<file path="src/rtl/uart_pkg.sv">
// Shared types and helpers for the UART receive path.
package uart_pkg;

    typedef int unsigned num;
    typedef logic [7:0]  byte_t;

    typedef enum logic [1:0] {
        IDLE,
        START,
        DATA,
        STOP
    } rx_state_t;

    function automatic num clks_per_bit(input num clk_hz, input num baud);
        return clk_hz / baud;
    endfunction

endpackage

</file>
<file path="src/rtl/rx_synchroniser.sv">
// Two-flop synchroniser for the asynchronous rx pin plus synced falling-edge detect.
module rx_synchroniser (
    input  logic clk,
    input  logic reset,
    input  logic rx,
    output logic rx_s,
    output logic fall
);

    logic sync1_q;
    logic sync2_q;
    logic prev_q;

    // All three flops come up high so reset never looks like a start edge.
    always_ff @(posedge clk) begin
        if (!reset) begin
            sync1_q <= 1'b1;
            sync2_q <= 1'b1;
            prev_q  <= 1'b1;
        end else begin
            sync1_q <= rx;
            sync2_q <= sync1_q;
            prev_q  <= sync2_q;
        end
    end

    assign rx_s = sync2_q;
    assign fall = prev_q & ~sync2_q;

endmodule

</file>
<file path="src/rtl/uart_deserialiser.sv">
// 8N1 UART receiver: recovers bytes from rx, strobes each good byte or framing error,
// and reports a registered line-idle level after a configurable number of byte-times.
module uart_deserialiser
    import uart_pkg::*;
#(
    parameter num clk_hz     = 50_000_000,
    parameter num baud       = 115200,
    parameter num idle_bytes = 2
) (
    input  logic       clk,
    input  logic       reset,
    input  logic       rx,
    output logic [7:0] rx_data,
    output logic       rx_available,
    output logic       rx_idle,
    output logic       frame_error
);

    localparam num cpb  = clks_per_bit(clk_hz, baud);
    localparam num half = cpb / 2;
    localparam num tmo  = idle_bytes * 10 * cpb;

    localparam int unsigned CntW  = $clog2(cpb + 1);
    localparam int unsigned IdleW = $clog2(tmo + 1);

    localparam logic [CntW-1:0]  HalfC  = CntW'(half);
    localparam logic [CntW-1:0]  BitEnd = CntW'(cpb - 1);
    localparam logic [IdleW-1:0] TmoC   = IdleW'(tmo);

    if (cpb < 4) begin : g_bad_cpb
        $error("uart_deserialiser: clk_hz/baud must be at least 4");
    end

    logic rx_s;
    logic fall;

    rx_synchroniser u_sync (
        .clk   (clk),
        .reset (reset),
        .rx    (rx),
        .rx_s  (rx_s),
        .fall  (fall)
    );

    rx_state_t        state_q, state_d;
    logic [CntW-1:0]  cnt_q, cnt_d;
    logic [2:0]       bit_q, bit_d;
    byte_t            shift_q, shift_d;
    byte_t            data_q, data_d;
    logic             avail_q, avail_d;
    logic             ferr_q, ferr_d;
    logic [IdleW-1:0] idle_cnt_q, idle_cnt_d;
    logic             idle_q, idle_d;

    always_ff @(posedge clk) begin
        if (!reset) begin
            state_q    <= IDLE;
            cnt_q      <= '0;
            bit_q      <= '0;
            shift_q    <= '0;
            data_q     <= '0;
            avail_q    <= 1'b0;
            ferr_q     <= 1'b0;
            idle_cnt_q <= TmoC;
            idle_q     <= 1'b1;
        end else begin
            state_q    <= state_d;
            cnt_q      <= cnt_d;
            bit_q      <= bit_d;
            shift_q    <= shift_d;
            data_q     <= data_d;
            avail_q    <= avail_d;
            ferr_q     <= ferr_d;
            idle_cnt_q <= idle_cnt_d;
            idle_q     <= idle_d;
        end
    end

    always_comb begin
        state_d    = state_q;
        cnt_d      = cnt_q;
        bit_d      = bit_q;
        shift_d    = shift_q;
        data_d     = data_q;
        avail_d    = 1'b0;
        ferr_d     = 1'b0;
        idle_cnt_d = idle_cnt_q;

        unique case (state_q)
            IDLE: begin
                if (fall) begin
                    state_d    = START;
                    cnt_d      = '0;
                    bit_d      = '0;
                    idle_cnt_d = '0;
                end else if (rx_s && (idle_cnt_q != TmoC)) begin
                    // A low line (break) freezes the idle count rather than advancing it.
                    idle_cnt_d = idle_cnt_q + 1'b1;
                end
            end
            START: begin
                if (cnt_q == HalfC) begin
                    cnt_d   = '0;
                    state_d = rx_s ? IDLE : DATA;
                end else begin
                    cnt_d = cnt_q + 1'b1;
                end
            end
            DATA: begin
                if (cnt_q == BitEnd) begin
                    cnt_d   = '0;
                    shift_d = {rx_s, shift_q[7:1]};
                    bit_d   = bit_q + 1'b1;
                    if (bit_q == 3'd7) begin
                        state_d = STOP;
                    end
                end else begin
                    cnt_d = cnt_q + 1'b1;
                end
            end
            STOP: begin
                // Leave at mid stop bit so a back-to-back start edge is not missed.
                if (cnt_q == BitEnd) begin
                    cnt_d   = '0;
                    state_d = IDLE;
                    if (rx_s) begin
                        data_d  = shift_q;
                        avail_d = 1'b1;
                    end else begin
                        ferr_d = 1'b1;
                    end
                end else begin
                    cnt_d = cnt_q + 1'b1;
                end
            end
            default: begin
                state_d = IDLE;
            end
        endcase

        idle_d = (idle_cnt_d == TmoC);
    end

    assign rx_data      = data_q;
    assign rx_available = avail_q;
    assign frame_error  = ferr_q;
    assign rx_idle      = idle_q;

endmodule
</file>
<file path="config.mk">
export PLATFORM = sky130hd
export DESIGN_NAME = uart_deserialiser
export DESIGN_NICKNAME = d
export VERILOG_FILES = /design/src/rtl/uart_pkg.sv /design/src/rtl/rx_synchroniser.sv /design/src/rtl/uart_deserialiser.sv
export SDC_FILE = /design/constraint.sdc
export NUM_CORES = 1
export LEC_CHECK = 0
export CAP_MARGIN = 20
export CORE_MARGIN = 10
export CORE_UTILIZATION = 50
export CTS_CLUSTER_DIAMETER = 100
export DETAILED_ROUTE_END_ITERATION = 10
export PLACE_DENSITY = 0.73
export SLEW_MARGIN = 10
export SYNTH_ARGS = -nofsm -noshare
export SYNTH_HDL_FRONTEND = slang
export SYNTH_SLANG_ARGS = --single-unit
</file>
<file path="constraint.sdc">
create_clock -name clk -period 2.5 [get_ports clk]
set_clock_uncertainty 0.05 [all_clocks]
set_input_delay 0.375 -clock clk [delete_from_list [all_inputs] [get_ports clk]]
set_output_delay 0.375 -clock clk [all_outputs]
set_load 0.02 [all_outputs]
</file>
**Word level (Yosys, flattened, before mapping)**

Cells that the tools add are included.

- Add/subtract/negate cells: 3
- Eq/ne operators: 13
- Mux-type cells: 19
- Bitwise logic cells: 2
- Reduce and logical (&&, ||, !) cells: 9

Operators with widths:

| cell | number |
|---|---|
| two-way mux 14 bit | 3 |
| two-way mux 9 bit | 3 |
| one-hot mux 9 bit (3 select lines) | 1 |
| adder 14 x 1 -> 14 bit (second input constant) | 1 |
| equality test 14 bit (second input constant) | 1 |
| != test 14 bit (second input constant) | 1 |
| two-way mux 2 bit | 6 |
| != test 2 bit (second input constant) | 5 |
| adder 9 x 1 -> 9 bit (second input constant) | 1 |
| equality test 9 x 8 -> 1 bit (second input constant) | 1 |
| equality test 9 bit (second input constant) | 1 |
| AND reduction 3 bit | 3 |
| one-hot mux 2 bit (4 select lines) | 1 |
| two-way mux 3 bit | 2 |
| one-hot mux 3 bit (2 select lines) | 1 |
| AND reduction 5 bit | 1 |
| equality test 2 bit (second input constant) | 2 |
| adder 3 x 1 -> 3 bit (second input constant) | 1 |
| equality test 3 bit (second input constant) | 1 |
| equality test 2 x 1 -> 1 bit (second input constant) | 1 |
| logical NOT 2 bit | 1 |
| two-way mux 1 bit | 2 |
| AND reduction 2 bit | 1 |
| nonzero test 2 bit | 1 |
| 4 further kinds | 4 |

- Register bits: 50
- Bits of input ports: 3
- Output and inout bits: 11
- Logic and storage cells: 58

**Depth between registers and ports, before layout**

- Word-level depth: 6
- Depth in mapped cells: 9
- Gate-level depth less buffers: 8

**Hierarchy**

Synthesis repeated with hierarchy kept, for this count alone.

- Cells, all modules: 270
- Area, all modules: 2409.8 um2

By module, submodules not included:

| module | instances | cells each | area each (um2) | sequential area each (um2) |
|---|---|---|---|---|
| uart_deserialiser | 1 | 263 | 2324.7 | 940.9 |
| rx_synchroniser | 1 | 7 | 85.1 | 60.1 |

**Worst setup path after synthesis**

OpenSTA, ideal clock, no wires.

- Kind: reg2reg
- From: register idle_cnt_q[1]
- To: register idle_q (netlist: rx_idle)
- Setup time: 0.096 ns
- Arrival: 1.933 ns
- Required time: 2.354 ns
- Setup slack: 0.422 ns
- Cell stages (with the launch flop): 9
- Buffers on the path: 0
- Clock period less this slack: 2.078 ns
- Path through: dfxtp_1 -> inv_1 -> ha_1 -> and3b_1 -> nand4_2 -> nand3_2 -> mux2i_1 -> or4_4 -> o41ai_2

- Longest elaborated chain between the ends: 6
- Elaborated cells between the ends (all ways): 7
- Classes of those cells: 1 x add/sub; 2 x eq/ne; 3 x mux; 1 x reduce/logical

Ends and longest elaborated chain:

| item | RTL line | text |
|---|---|---|
| start: declaration | uart_deserialiser.sv:52 | `logic [IdleW-1:0] idle_cnt_q, idle_cnt_d;` |
| start signal: assignment | uart_deserialiser.sv:64 | `idle_cnt_q <= TmoC;` |
| start signal: assignment | uart_deserialiser.sv:74 | `idle_cnt_q <= idle_cnt_d;` |
| branches (longest 4 deep; another with adder 14 x 1 -> 14 bit) | -- |  |
| two-way mux 14 bit (*) | uart_deserialiser.sv:89 | `unique case (state_q)` |
| equality test 14 bit (*) | uart_deserialiser.sv:141 | `idle_d = (idle_cnt_d == TmoC);` |
| end signal: assignment | uart_deserialiser.sv:75 | `idle_q <= idle_d;` |
| end: declaration | uart_deserialiser.sv:53 | `logic idle_q, idle_d;` |

Every way passes the cells marked *.
A chain may end at the register's enable or synchronous reset.

**Worst setup path after layout**

Ends and elaborated chain as after synthesis.

==> impl_metrics.toml <==
[clock_network]
clock_sinks = 50
cts_inserted_buffers = 5
ctsHoldBuffers = 0
clock_latency_ns = 0.30
clkSlewWorstSetupHoldPaths_ns = 0.09
cts_resized = 0
htree_num_levels = 2
cts_tree = "done"
cts_root_buffer = "clkbuf_8"
post_cts_buffers = 0
cts.path.max_buffers = 2

[yosys]
netlist_instances = 261
synth_area_leader_cell = "dfxtp_1"
synth_nets = 270
synth_ff_type = "dfxtp_1"
ys_ff_latch = 50
synth_edf_count = 0
yosysTopAreaCellShare = 0.4294
syn_avg_cell_area_um2 = 8.931
synthArstFlopShare = 0
synth_cell_types = 52
syn_area_um2 = 2331
ys_warn_count = 0
ys_seq_area_frac = 0.4294
synth_area_leaders = "dfxtp_1, mux2i_1, nor2_1"

[setup_path]
critPathRequiredTime_ns = 2.66
timing.rr.end = "rx_idle$_SDFF_PN1_"
crit-reg2reg-launch = "idle_cnt_q[1]$_SDFF_PN0_"
path_depth = 8
slowest_delay_ns = 0.51
worst-setup-path-type = "reg2reg"
r2r_slack_ns = 0.27
cp_max_fo = 7
cp_slowest_cell = "or4_4"
worst_path_dominant_cell_family = "simple AND/OR/NAND/NOR gates"
crit_buf_inv = 1
critPathArrivalTime_ns = 2.39
worstSetupEndpointType = "flip-flop"
worstSetupStartpointType = "flip-flop"
reg2regPathDepth = 8
worstPathCellList = "inv_1 -> ha_1 -> and3b_1 -> nand4_2 -> nand3_2 -> mux2i_1 -> or4_4 -> o41ai_2"

[finish]
area_delta_synth_final_pct = 12.94
regArea_um2 = 1001
nets = 285
nFillCells = 401
layout_common_cells = "dfxtp_1, nor2_1, mux2i_1"
final_common_cell = "dfxtp_1"
diodes = 0
finalNonFillerCells = 329
multiInputGateArea_um2 = 1249
layout-drive-gt1-share = 0.09386

[routing]
num_vias = 1852
drtAntennaViolNets = 0
first_iter_violations = 103
routedWlPerCell_um = 14.09
wl_um = 4636
drcViolationCount = 0
firstDrtPassIters = 4
via_per_inst = 5.629

[power]
comb_power_share = 0.177
switching_share = 0.2681
p_int_w = 0.001273
p_leak_nw = 1.002
p_sw_w = 0.0004662
p_clk_frac = 0.326
p_per_area_nw_per_um2 = 660.6
ir_drop_mv = 0.3987
seqPwrFrac = 0.498

[global_routing]
grt_use_total = 0.1235
overflow = 0
grt_max_degree = 31
antenna_found_initial = 0
grt_pass1_vias = 1739
grt_pass1_wl_um = 7845

[job]
drv_cap = 0

[worst_hold_path]
worstHoldPathType = "reg2reg"
hp-start = "u_sync.sync1_q$_SDFF_PN1_"
whs_path_depth = 1
hold_end = "u_sync.rx_s$_SDFF_PN1_"

[floorplanning]
core_um2 = 4444
die_h_um = 88.28
start_util = 0.5245
die_area_um2 = 7793
fp-row-count = 24
io-pin-count = 14
die_w_um = 88.28

[sta]
setup_viol = 0
min_period_ns = 2.227
period_share = 0.8909
fmax_mhz = 449.0
finalHoldViolCount = 0
slew-limit-headroom = 0.7419
max_slew.worst_pin.slew_ns = 0.3822
final.setup.tns_ns = 0
grt_setup_unrepaired = "no"
drv_slew = 0

[place]
dp.final_hpwl_um = 3371
gp_congestion = 0.8851
port_buffers = 13
dp.cells = 321

[run_status]
status = "completed"
-- logic make-up after synthesis --
group,count (synthesis),share of synthesized area
buffers and inverters,19,0.03489
flip-flops,50,0.4294
AO/OA/AOI/OAI,39,0.1074
multiplexers,19,0.08266
AND/OR/NAND/NOR,115,0.2646
XOR/XNOR,13,0.04885
adder cells (fa/ha/maj),6,0.03221
-- metrics by stage --
step	total power, W	setup slack, ns	utilization	area (µm²)	hold WS (ns)
6_report	0.001739	0.2727	0.5923	2633	0.3696
3_3_place_gp	0.001175	0.3608	0.5670	2520	0.3466
5_1_grt	0.001831	0.1603	0.5923	2633	0.3813
2_1_floorplan	0.001117	0.4216	-	2331	0.3363
4_1_cts	0.001758	0.2816	0.5923	2633	0.3703
3_5_place_dp	0.001191	0.3044	0.5670	2520	0.3477
-- routing by layer --
| layer | wire, µm | vias up | track usage |
|---|---|---|---|
| met1 | 2069 | 868 | 0.1450 |
| met2 | 2363 | 21 | 0.2063 |
| met5 | 0 | - | 0 |
| met3 | 126 | 10 | 0.04228 |
| li1 | - | 953 | - |
| met4 | 77 | 0 | 0.04112 |
-- synth_stat cells (2+ instances only) --
| cell type | count |
|---|---|
| nand4_1 | 6 |
| inv_1 | 8 |
| nand2b_1 | 4 |
| nand4b_1 | 3 |
| nand3_1 | 13 |
| clkbuf_1 | 7 |
| a31oi_1 | 2 |
| xor2_1 | 9 |
| a21oi_1 | 11 |
| dfxtp_1 | 50 |
| or3_1 | 2 |
| and3_1 | 3 |
| o211ai_1 | 2 |
| and2_1 | 4 |
| ha_1 | 6 |
| buf_2 | 2 |
| mux2_2 | 2 |
| mux2i_1 | 17 |
| nor4_1 | 3 |
| nor2_1 | 44 |
| nor3b_1 | 2 |
| nor3_1 | 4 |
| xnor2_1 | 4 |
| o21ai_0 | 13 |
| nand2_1 | 13 |
-- power groups by stage --
stage	Combinational, W	Sequential, W	Clock, W
2_1_floorplan	0.000237	0.000879	0
4_1_cts	0.000307	0.000865	0.000586
3_5_place_dp	0.000308	0.000883	0
3_3_place_gp	0.000295	0.000880	0
6_report	0.000307	0.000865	0.000567
5_1_grt	0.000343	0.000870	0.000619
-- sequential cells by signal, summed over array words and instances (netlist names), named ones only --
register / count
cnt_q: 9
u_sync.rx_s: 1
state_q: 1
shift_q: 8
u_sync.prev_q: 1
frame_error: 1
u_sync.sync1_q: 1
rx_idle: 1
rx_data: 8
bit_q: 3
rx_available: 1
idle_cnt_q: 14
-- area by class of cell --
type | count | area share
sequential | 50 | 0.3802
multi-input combinational | 192 | 0.4743
timing repair buffer | 19 | 0.06654
clock buffer | 5 | 0.02614
clock inverter | 3 | 0.01664
inverter | 8 | 0.01141
tap | 52 | 0.02471
-- worst max-delay path by stage --
| stage | startpoint | endpoint | slack (ns) |
|---|---|---|---|
| after floorplan | idle_cnt_q[1]$_SDFF_PN0_ | rx_idle$_SDFF_PN1_ | 0.42 |
| after global placement | idle_cnt_q[1]$_SDFF_PN0_ | rx_idle$_SDFF_PN1_ | 0.36 |
| after detailed placement | idle_cnt_q[1]$_SDFF_PN0_ | rx_idle$_SDFF_PN1_ | 0.30 |
| after CTS | idle_cnt_q[1]$_SDFF_PN0_ | rx_idle$_SDFF_PN1_ | 0.28 |
| after global routing | idle_cnt_q[1]$_SDFF_PN0_ | rx_idle$_SDFF_PN1_ | 0.16 |
| final | idle_cnt_q[1]$_SDFF_PN0_ | rx_idle$_SDFF_PN1_ | 0.27 |
No activity file was read; power rests on OpenSTA's default activity.
